### src/rtl/spike_rate_monitor.sv
// Spike rate monitor: turns each rising edge of the neuron spike line into an event,
// stretches events into an LED pulse and publishes a saturated per-window event count.
module spike_rate_monitor #(
    parameter int WINDOW  = 1000,
    parameter int CNT_W   = 8,
    parameter int STRETCH = 4
) (
    input  logic             clk,
    input  logic             rst_n,
    input  logic             spike_in,
    input  logic             en,
    output logic             led_out,
    output logic [CNT_W-1:0] rate,
    output logic             rate_valid,
    output logic             overflow
);

    localparam int WIN_W = $clog2(WINDOW);
    localparam int STR_W = $clog2(STRETCH + 1);

    localparam logic [WIN_W-1:0] WIN_LAST = WIN_W'(WINDOW - 1);
    localparam logic [WIN_W-1:0] WIN_ONE  = WIN_W'(1);
    localparam logic [CNT_W-1:0] CNT_MAX  = '1;
    localparam logic [STR_W-1:0] STR_LOAD = STR_W'(STRETCH);
    localparam logic [STR_W-1:0] STR_ONE  = STR_W'(1);

    typedef enum logic {
        IDLE = 1'b0,
        RUN  = 1'b1
    } state_t;

    state_t           state;
    state_t           state_next;
    logic             spike_q;
    logic             evt;
    logic [STR_W-1:0] str_cnt;
    logic [STR_W-1:0] str_next;
    logic [WIN_W-1:0] win_cnt;
    logic [CNT_W-1:0] spk_cnt;
    logic [CNT_W-1:0] spk_next;
    logic             sat_flag;
    logic             sat_hit;
    logic             win_last;
    logic             win_clear;
    logic             win_publish;
    logic             win_advance;

    // ------------------------------------------------------------------
    // Edge detect: a held level is a single event; the first high cycle
    // after reset counts because spike_q starts low.
    // ------------------------------------------------------------------
    always_ff @(posedge clk or negedge rst_n) begin
        if (!rst_n) begin
            spike_q <= 1'b0;
        end else begin
            spike_q <= spike_in;
        end
    end

    assign evt = spike_in & ~spike_q;

    // ------------------------------------------------------------------
    // LED stretcher, runs regardless of en. led_out mirrors the next
    // counter value so the LED rises on the edge that samples evt.
    // ------------------------------------------------------------------
    always_comb begin
        str_next = str_cnt;
        if (evt) begin
            str_next = STR_LOAD;
        end else if (str_cnt != '0) begin
            str_next = str_cnt - STR_ONE;
        end
    end

    always_ff @(posedge clk or negedge rst_n) begin
        if (!rst_n) begin
            str_cnt <= '0;
            led_out <= 1'b0;
        end else begin
            str_cnt <= str_next;
            led_out <= (str_next != '0);
        end
    end

    // ------------------------------------------------------------------
    // Window FSM: state register, next-state logic, output decode.
    // ------------------------------------------------------------------
    always_ff @(posedge clk or negedge rst_n) begin
        if (!rst_n) begin
            state <= IDLE;
        end else begin
            state <= state_next;
        end
    end

    always_comb begin
        state_next = state;
        case (state)
            IDLE: if (en)  state_next = RUN;
            RUN:  if (!en) state_next = IDLE;
            default:       state_next = IDLE;
        endcase
    end

    assign win_last = (win_cnt == WIN_LAST);

    // en=0 takes priority over publishing, so a window closed by en=0 is dropped.
    always_comb begin
        win_clear   = 1'b1;
        win_publish = 1'b0;
        win_advance = 1'b0;
        if (state == RUN && en) begin
            win_clear   = 1'b0;
            win_publish = win_last;
            win_advance = ~win_last;
        end
    end

    // ------------------------------------------------------------------
    // Window datapath: saturating event counter and publish registers.
    // ------------------------------------------------------------------
    assign sat_hit  = evt && (spk_cnt == CNT_MAX);
    assign spk_next = sat_hit ? spk_cnt : spk_cnt + {{(CNT_W-1){1'b0}}, evt};

    always_ff @(posedge clk or negedge rst_n) begin
        if (!rst_n) begin
            win_cnt    <= '0;
            spk_cnt    <= '0;
            sat_flag   <= 1'b0;
            rate       <= '0;
            rate_valid <= 1'b0;
            overflow   <= 1'b0;
        end else begin
            rate_valid <= 1'b0;
            if (win_clear) begin
                win_cnt  <= '0;
                spk_cnt  <= '0;
                sat_flag <= 1'b0;
            end else if (win_publish) begin
                rate       <= spk_next;
                overflow   <= sat_flag | sat_hit;
                rate_valid <= 1'b1;
                win_cnt    <= '0;
                spk_cnt    <= '0;
                sat_flag   <= 1'b0;
            end else if (win_advance) begin
                win_cnt  <= win_cnt + WIN_ONE;
                spk_cnt  <= spk_next;
                sat_flag <= sat_flag | sat_hit;
            end
        end
    end

endmodule

### config.mk
export PLATFORM = sky130hd
export DESIGN_NAME = spike_rate_monitor
export DESIGN_NICKNAME = d
export VERILOG_FILES = /design/src/rtl/spike_rate_monitor.sv
export SDC_FILE = /design/constraint.sdc
export NUM_CORES = 1
export LEC_CHECK = 0
export ABC_AREA = 1
export ABC_CLOCK_PERIOD_IN_PS = 1700
export BUFFER_PORTS_ARGS = -buffer_cell sky130_fd_sc_hd__buf_2
export CAP_MARGIN = 30
export CORE_UTILIZATION = 52
export CTS_CLUSTER_DIAMETER = 30
export CTS_CLUSTER_SIZE = 14
export DETAILED_ROUTE_END_ITERATION = 16
export PLACE_DENSITY = 0.76
export SETUP_SLACK_MARGIN = 0.2
export SLEW_MARGIN = 20
export SYNTH_ARGS = -nofsm -noshare
export SYNTH_HDL_FRONTEND = slang
export SYNTH_SLANG_ARGS = --single-unit
### constraint.sdc
create_clock -name clk -period 1.7 [get_ports clk]
set_input_delay 0.085 -clock clk [delete_from_list [all_inputs] [get_ports clk]]
set_output_delay 0.085 -clock clk [all_outputs]
set_load 0.02 [all_outputs]
Yosys cells after proc, flatten, opt, wreduce, memory -nomap -nowiden

Index checks and enable logic that the tools add are counted.

Multiplexer cells: 17
Bitwise logic cells: 4
Equality and inequality tests: 3
$add $sub $neg: 3
Reductions and logical operators: 5

Operators with widths:

| kind                                                               | number |
|---|---|
| 8-bit two-way mux                                                  | 4 |
| 10-bit two-way mux                                                 | 3 |
| 10-bit by 1-bit adder with 10-bit output, second input constant    | 1 |
| 10-bit equality test, second input constant                        | 1 |
| 8-bit by 1-bit adder with 8-bit output                             | 1 |
| 8-bit equality test, second input constant                         | 1 |
| 1-bit two-way mux                                                  | 8 |
| 3-bit two-way mux                                                  | 2 |
| 3-bit nonzero test                                                 | 2 |
| 3-bit inequality test, second input constant                       | 1 |
| 3-bit by 1-bit subtractor with 3-bit output, second input constant | 1 |
| 1-bit logical AND                                                  | 2 |
| 1-bit NOT                                                          | 2 |
| 2-bit AND reduction                                                | 1 |
| 1-bit bitwise AND                                                  | 1 |
| 1-bit bitwise OR                                                   | 1 |

Output and inout port bits: 11
Input port bits: 4
Word-level logic and storage cells: 42
Register bits after elaboration: 35

Longest topological paths before layout

Word-level depth: 7
Mapped depth: 10
Gate-level depth less buffers: 10

Worst setup path before layout

OpenSTA, ideal clock, no wires.

Kind: reg-to-reg
Start: reg spike_q
End: reg spk_cnt[4]
Library setup time: 66 ps
Stages on the path, launching flop included: 8
Setup slack: 80 ps
Clock period less this slack: 1620 ps
Data required time: 1634 ps
Data arrival time: 1555 ps
Buffers on the path: 0
Cell sequence: dfrtp_1 -> nor2_1 -> ha_1 -> ha_1 -> nand3_1 -> or2_2 -> nand3_1 -> and2_1

Word-level cells in the longest chain between the ends: 7
Elaborated cells between the ends (all ways): 8
Those cells by class: add/sub: 1; mux: 4; bitwise: 2; reduce/logical: 1

Ends and longest elaborated chain:

| element                                                                            | line     | source |
|---|---|---|
| start, declared                                                                    | 34       | `logic spike_q;` |
| start signal, assigned                                                             | 56       | `spike_q <= spike_in;` |
| 1-bit NOT *                                                                        | 60       | `assign evt = spike_in & ~spike_q;` |
| 1-bit bitwise AND *                                                                | 60       |  |
| 8-bit by 1-bit adder with 8-bit output / 1-bit logical AND (equally long branches) | 123, 122 |  |
| 8-bit two-way mux *                                                                | 123      | `assign spk_next = sat_hit ? spk_cnt : spk_cnt + {{(CNT_W-1){1'b0}}, evt};` |
| 8-bit two-way mux *                                                                | 146      | `end else if (win_advance) begin` |
| 8-bit two-way mux *                                                                | 139      | `end else if (win_publish) begin` |
| 8-bit two-way mux *                                                                | 135      | `if (win_clear) begin` |
| end signal, assigned                                                               | 148      | `spk_cnt <= spk_next;` |
| end, declared                                                                      | 39       | `logic [CNT_W-1:0] spk_cnt;` |

Mark *: on every way between the ends. The rest lies on a longest branch, timed or not. The select of a mux whose other input is x is not followed.
A chain may end at the register's enable or synchronous reset.

Final worst setup path

Ends and elaborated chain as after synthesis.

==> metrics.md <==
| Metric | Value |
|---|---|
| Reg clk slew, reported paths | 110 ps |
| Layout cells sized above 1 | 0.225 |
| Final Critical Period | 1450 ps |
| Syn Nets | 217 |
| Fin crit share | 0.852 |
| Finish-stage setup viols | 0 |
| Grt met1 use | 0.266 |
| Worst ir drop on vdd | 458 uV |
| Clk sinks | 35 |
| Ranking of synthesized cells by area | dfrtp_1 50%, nand2_1 12%, inv_1 6.3% |
| Clock buffer depth | 2 |
| CTS root buf | clkbuf_4 |
| RSZ-0062 raised after global routing | false |
| GR Util met2 | 0.329 |
| Initial antenna violation count | 0 |
| # diodes | 0 |
| Die area | 3580 um^2 |
| Core area | 3100 um^2 |
| H-tree depth | 2 |
| Vias per inst | 5.01 |
| Flops & latches, synth | 35 |
| Maxcap violations | 0 |
| Vias in the first global route | 1279 |
| I/O pin count | 15 |
| RD Place Congestion | 0.812 |
| Final WL | 3320 um |
| Min-Delay Path Class | in2async |
| Seq/Total Area, Yosys | 0.504 |
| DP HPWL | 2260 um |
| CTS buffer count | 5 |
| Iter 0 DRT Violations | 79 |
| Arrival time worst endpoint | 1730 ps |
| Final ANT Viol Nets | 0 |
| Starting Density | 0.560 |
| Area delta synth->final | 18.4% |
| Critical path fanouts, max | 4 |
| Busiest grt layer | met2 |
| Worst Setup Start Kind | register |
| Tightest Pin Transition | 751 ps |
| First-pass GRT wire length | 5370 um |
| Switching share of power | 0.282 |
| Drt pass-1 iters | 4 |
| Yosys Warn Count | 0 |
| Cells after Synth | 207 |
| DRC errors left | 0 |
| Pwr Density | 799 nW/um^2 |
| Die Y | 59.8 um |
| Clock Latency Late Sink | 330 ps |
| Critical Path End Type | register |
| Yosys top cell area share | 0.504 |
| Power Internal | 1.18 mW |
| Worst Path Required | 1980 ps |
| Synth unique cells | 26 |
| Overall power | 1.64 mW |
| Die width | 59.8 um |
| Kind of critical path | reg2reg |
| Status | finished, final reports clean |
| Overall routing resource usage | 0.205 |
| Slew Limit Fails | 0 |
| Leak | 1.07 nW |
| Final hold violation count | 0 |
| Congestion Overflow GR | 0 |
| Via count | 1404 |
| CTS tree | built |
| Site Rows | 20 |
| Wire length per cell | 11.9 um |
| Logic pwr share | 0.163 |
| Largest net degree at the start of global routing | 36 |
| Seq pwr share | 0.552 |
| Clock skew | 5.68 ps |
| Synthesized area per cell | 8.40 um^2 |
| IO buf count | 14 |
| Fmax achieved | 690 MHz |
| Global-route track usage on met3 | 0.0476 |
| NetSw | 463 uW |
| Slew Limit Headroom | 0.499 |
| Part of the power in the clock network | 0.285 |
| NumNets Final | 246 |
| Total negative slack | 0 ps |
| Synth Cell Area | 1740 um^2 |
| Synth area leader | dfrtp_1 |
[repair_timing]
| item | in CTS | in global routing |
|---|---|---|
| pin swaps | 1 | 4 |
| setup endpoints to repair | 10 | 13 |
| setup buffers | 2 | 4 |
| resized for setup | 2 | 9 |
| hold endpoints to repair | 37 | 0 |
| hold buffers | 3 | 0 |
[cells in the final DEF (no fill, tap or decap), types with 3 or more instances in the layout]
cell type,netlist,layout
nand3_2,3,4
clkbuf_4,0,5
a21oi_1,6,6
nand4_1,4,4
buf_2,0,14
ha_1,6,4
buf_4,1,7
inv_1,29,29
nor2_4,1,3
dfrtp_1,35,35
dlygate4sd3_1,0,3
nor2_1,24,22
nand3_1,17,15
nand2_2,3,4
nor2_2,3,3
nand2_1,56,55
[final timing paths]
path                                     start  slack (ps)  cells past startpoint                      to
setup reg to reg             spike_q$_DFF_PN0_         250                      7  spk_cnt[4]$_DFFE_PN0P_
setup / recovery             spike_q$_DFF_PN0_         250                      7  spk_cnt[4]$_DFFE_PN0P_
max in group asynchronous                rst_n         880                      2    str_cnt[2]$_DFF_PN0_
min in group clk                      spike_in         350                      6  spk_cnt[0]$_DFFE_PN0P_
hold / removal                           rst_n         340                      2  win_cnt[6]$_DFFE_PN0P_
hold reg to reg            rate[0]$_DFFE_PN0P_         490                      2     rate[0]$_DFFE_PN0P_
[critical path, stage by stage (launching register included)]
cell and delay, ps:
dfrtp_1 420, nor2_4 130, ha_4 170, ha_4 150
nand3_1 100, or2_4 250, nand3_2 70, and2_4 130
[area by class of cell]
| class | count | area (um^2) |
|---|---|---|
| Sequential cell | 35 | 876 |
| Clock buffer | 6 | 51.3 |
| Inverter | 31 | 120 |
| Multi-Input combinational cell | 139 | 798 |
| Fill cell | 272 | 1040 |
| Clock inverter | 1 | 5.00 |
| Timing Repair Buffer | 24 | 153 |
| Tap cell | 44 | 55.1 |
[sequential cells by signal (all words and copies together), names as in the netlist]
register and flops:
overflow 1, str_cnt 3, state 1, led_out 1, spike_q 1, spk_cnt 8
win_cnt 10, rate 8, rate_valid 1, sat_flag 1
[power by group through the flow]
stage          combinational, mW  clock, mW  sequential (mW)
2_1_floorplan              0.171          0            0.930
3_3_place_gp               0.238          0            0.922
3_5_place_dp               0.241          0            0.926
4_1_cts                    0.255      0.477            0.909
5_1_grt                    0.305      0.503            0.914
6_report                   0.268      0.469            0.908
[layer usage]
metal / part of all wire / vias up / routed length, um
li1: - / 706 / -
met1: 0.49 / 675 / 1620
met2: 0.47 / 18 / 1550
met3: 0.028 / 5 / 94
met4: 0.014 / 0 / 47
met5: 0 / - / 0
[through the flow]
stage	worst slack, ps	cells	hold slack, ps	utilization	area [um^2]
3_3_place_gp	192	264	198	0.604	1870
6_report	251	280	342	0.663	2060
2_1_floorplan	235	207	-211	-	1760
4_1_cts	194	276	258	0.640	1990
3_5_place_dp	156	264	200	0.604	1870
5_1_grt	144	280	364	0.663	2060
[logic make-up after synthesis]
| family | count (synthesis) | synth area share |
|---|---|---|
| flops | 35 | 0.504 |
| buf+inv | 33 | 0.0792 |
| simple gates | 120 | 0.326 |
| fa+ha+maj | 6 | 0.0432 |
| compound gates | 9 | 0.0274 |
| xor+xnor | 4 | 0.0202 |
[Yosys cell counts]
cell type  count
buf_4          1
and2_4         1
nand3_4        1
nand3_1       17
a31oi_1        2
nand3_2        3
or2_2          2
dfrtp_1       35
nor2_2         3
nor2_4         1
o21ai_0        1
nand2_4        1
inv_1         29
a21oi_1        6
and2_1         2
xor2_1         2
nand2_2        3
nand3b_1       2
clkinv_1       1
buf_6          1
nand4_1        4
inv_4          1
xnor2_1        2
nand2_1       56
ha_1           6
nor2_1        24
No activity file was read; power rests on OpenSTA's default activity.
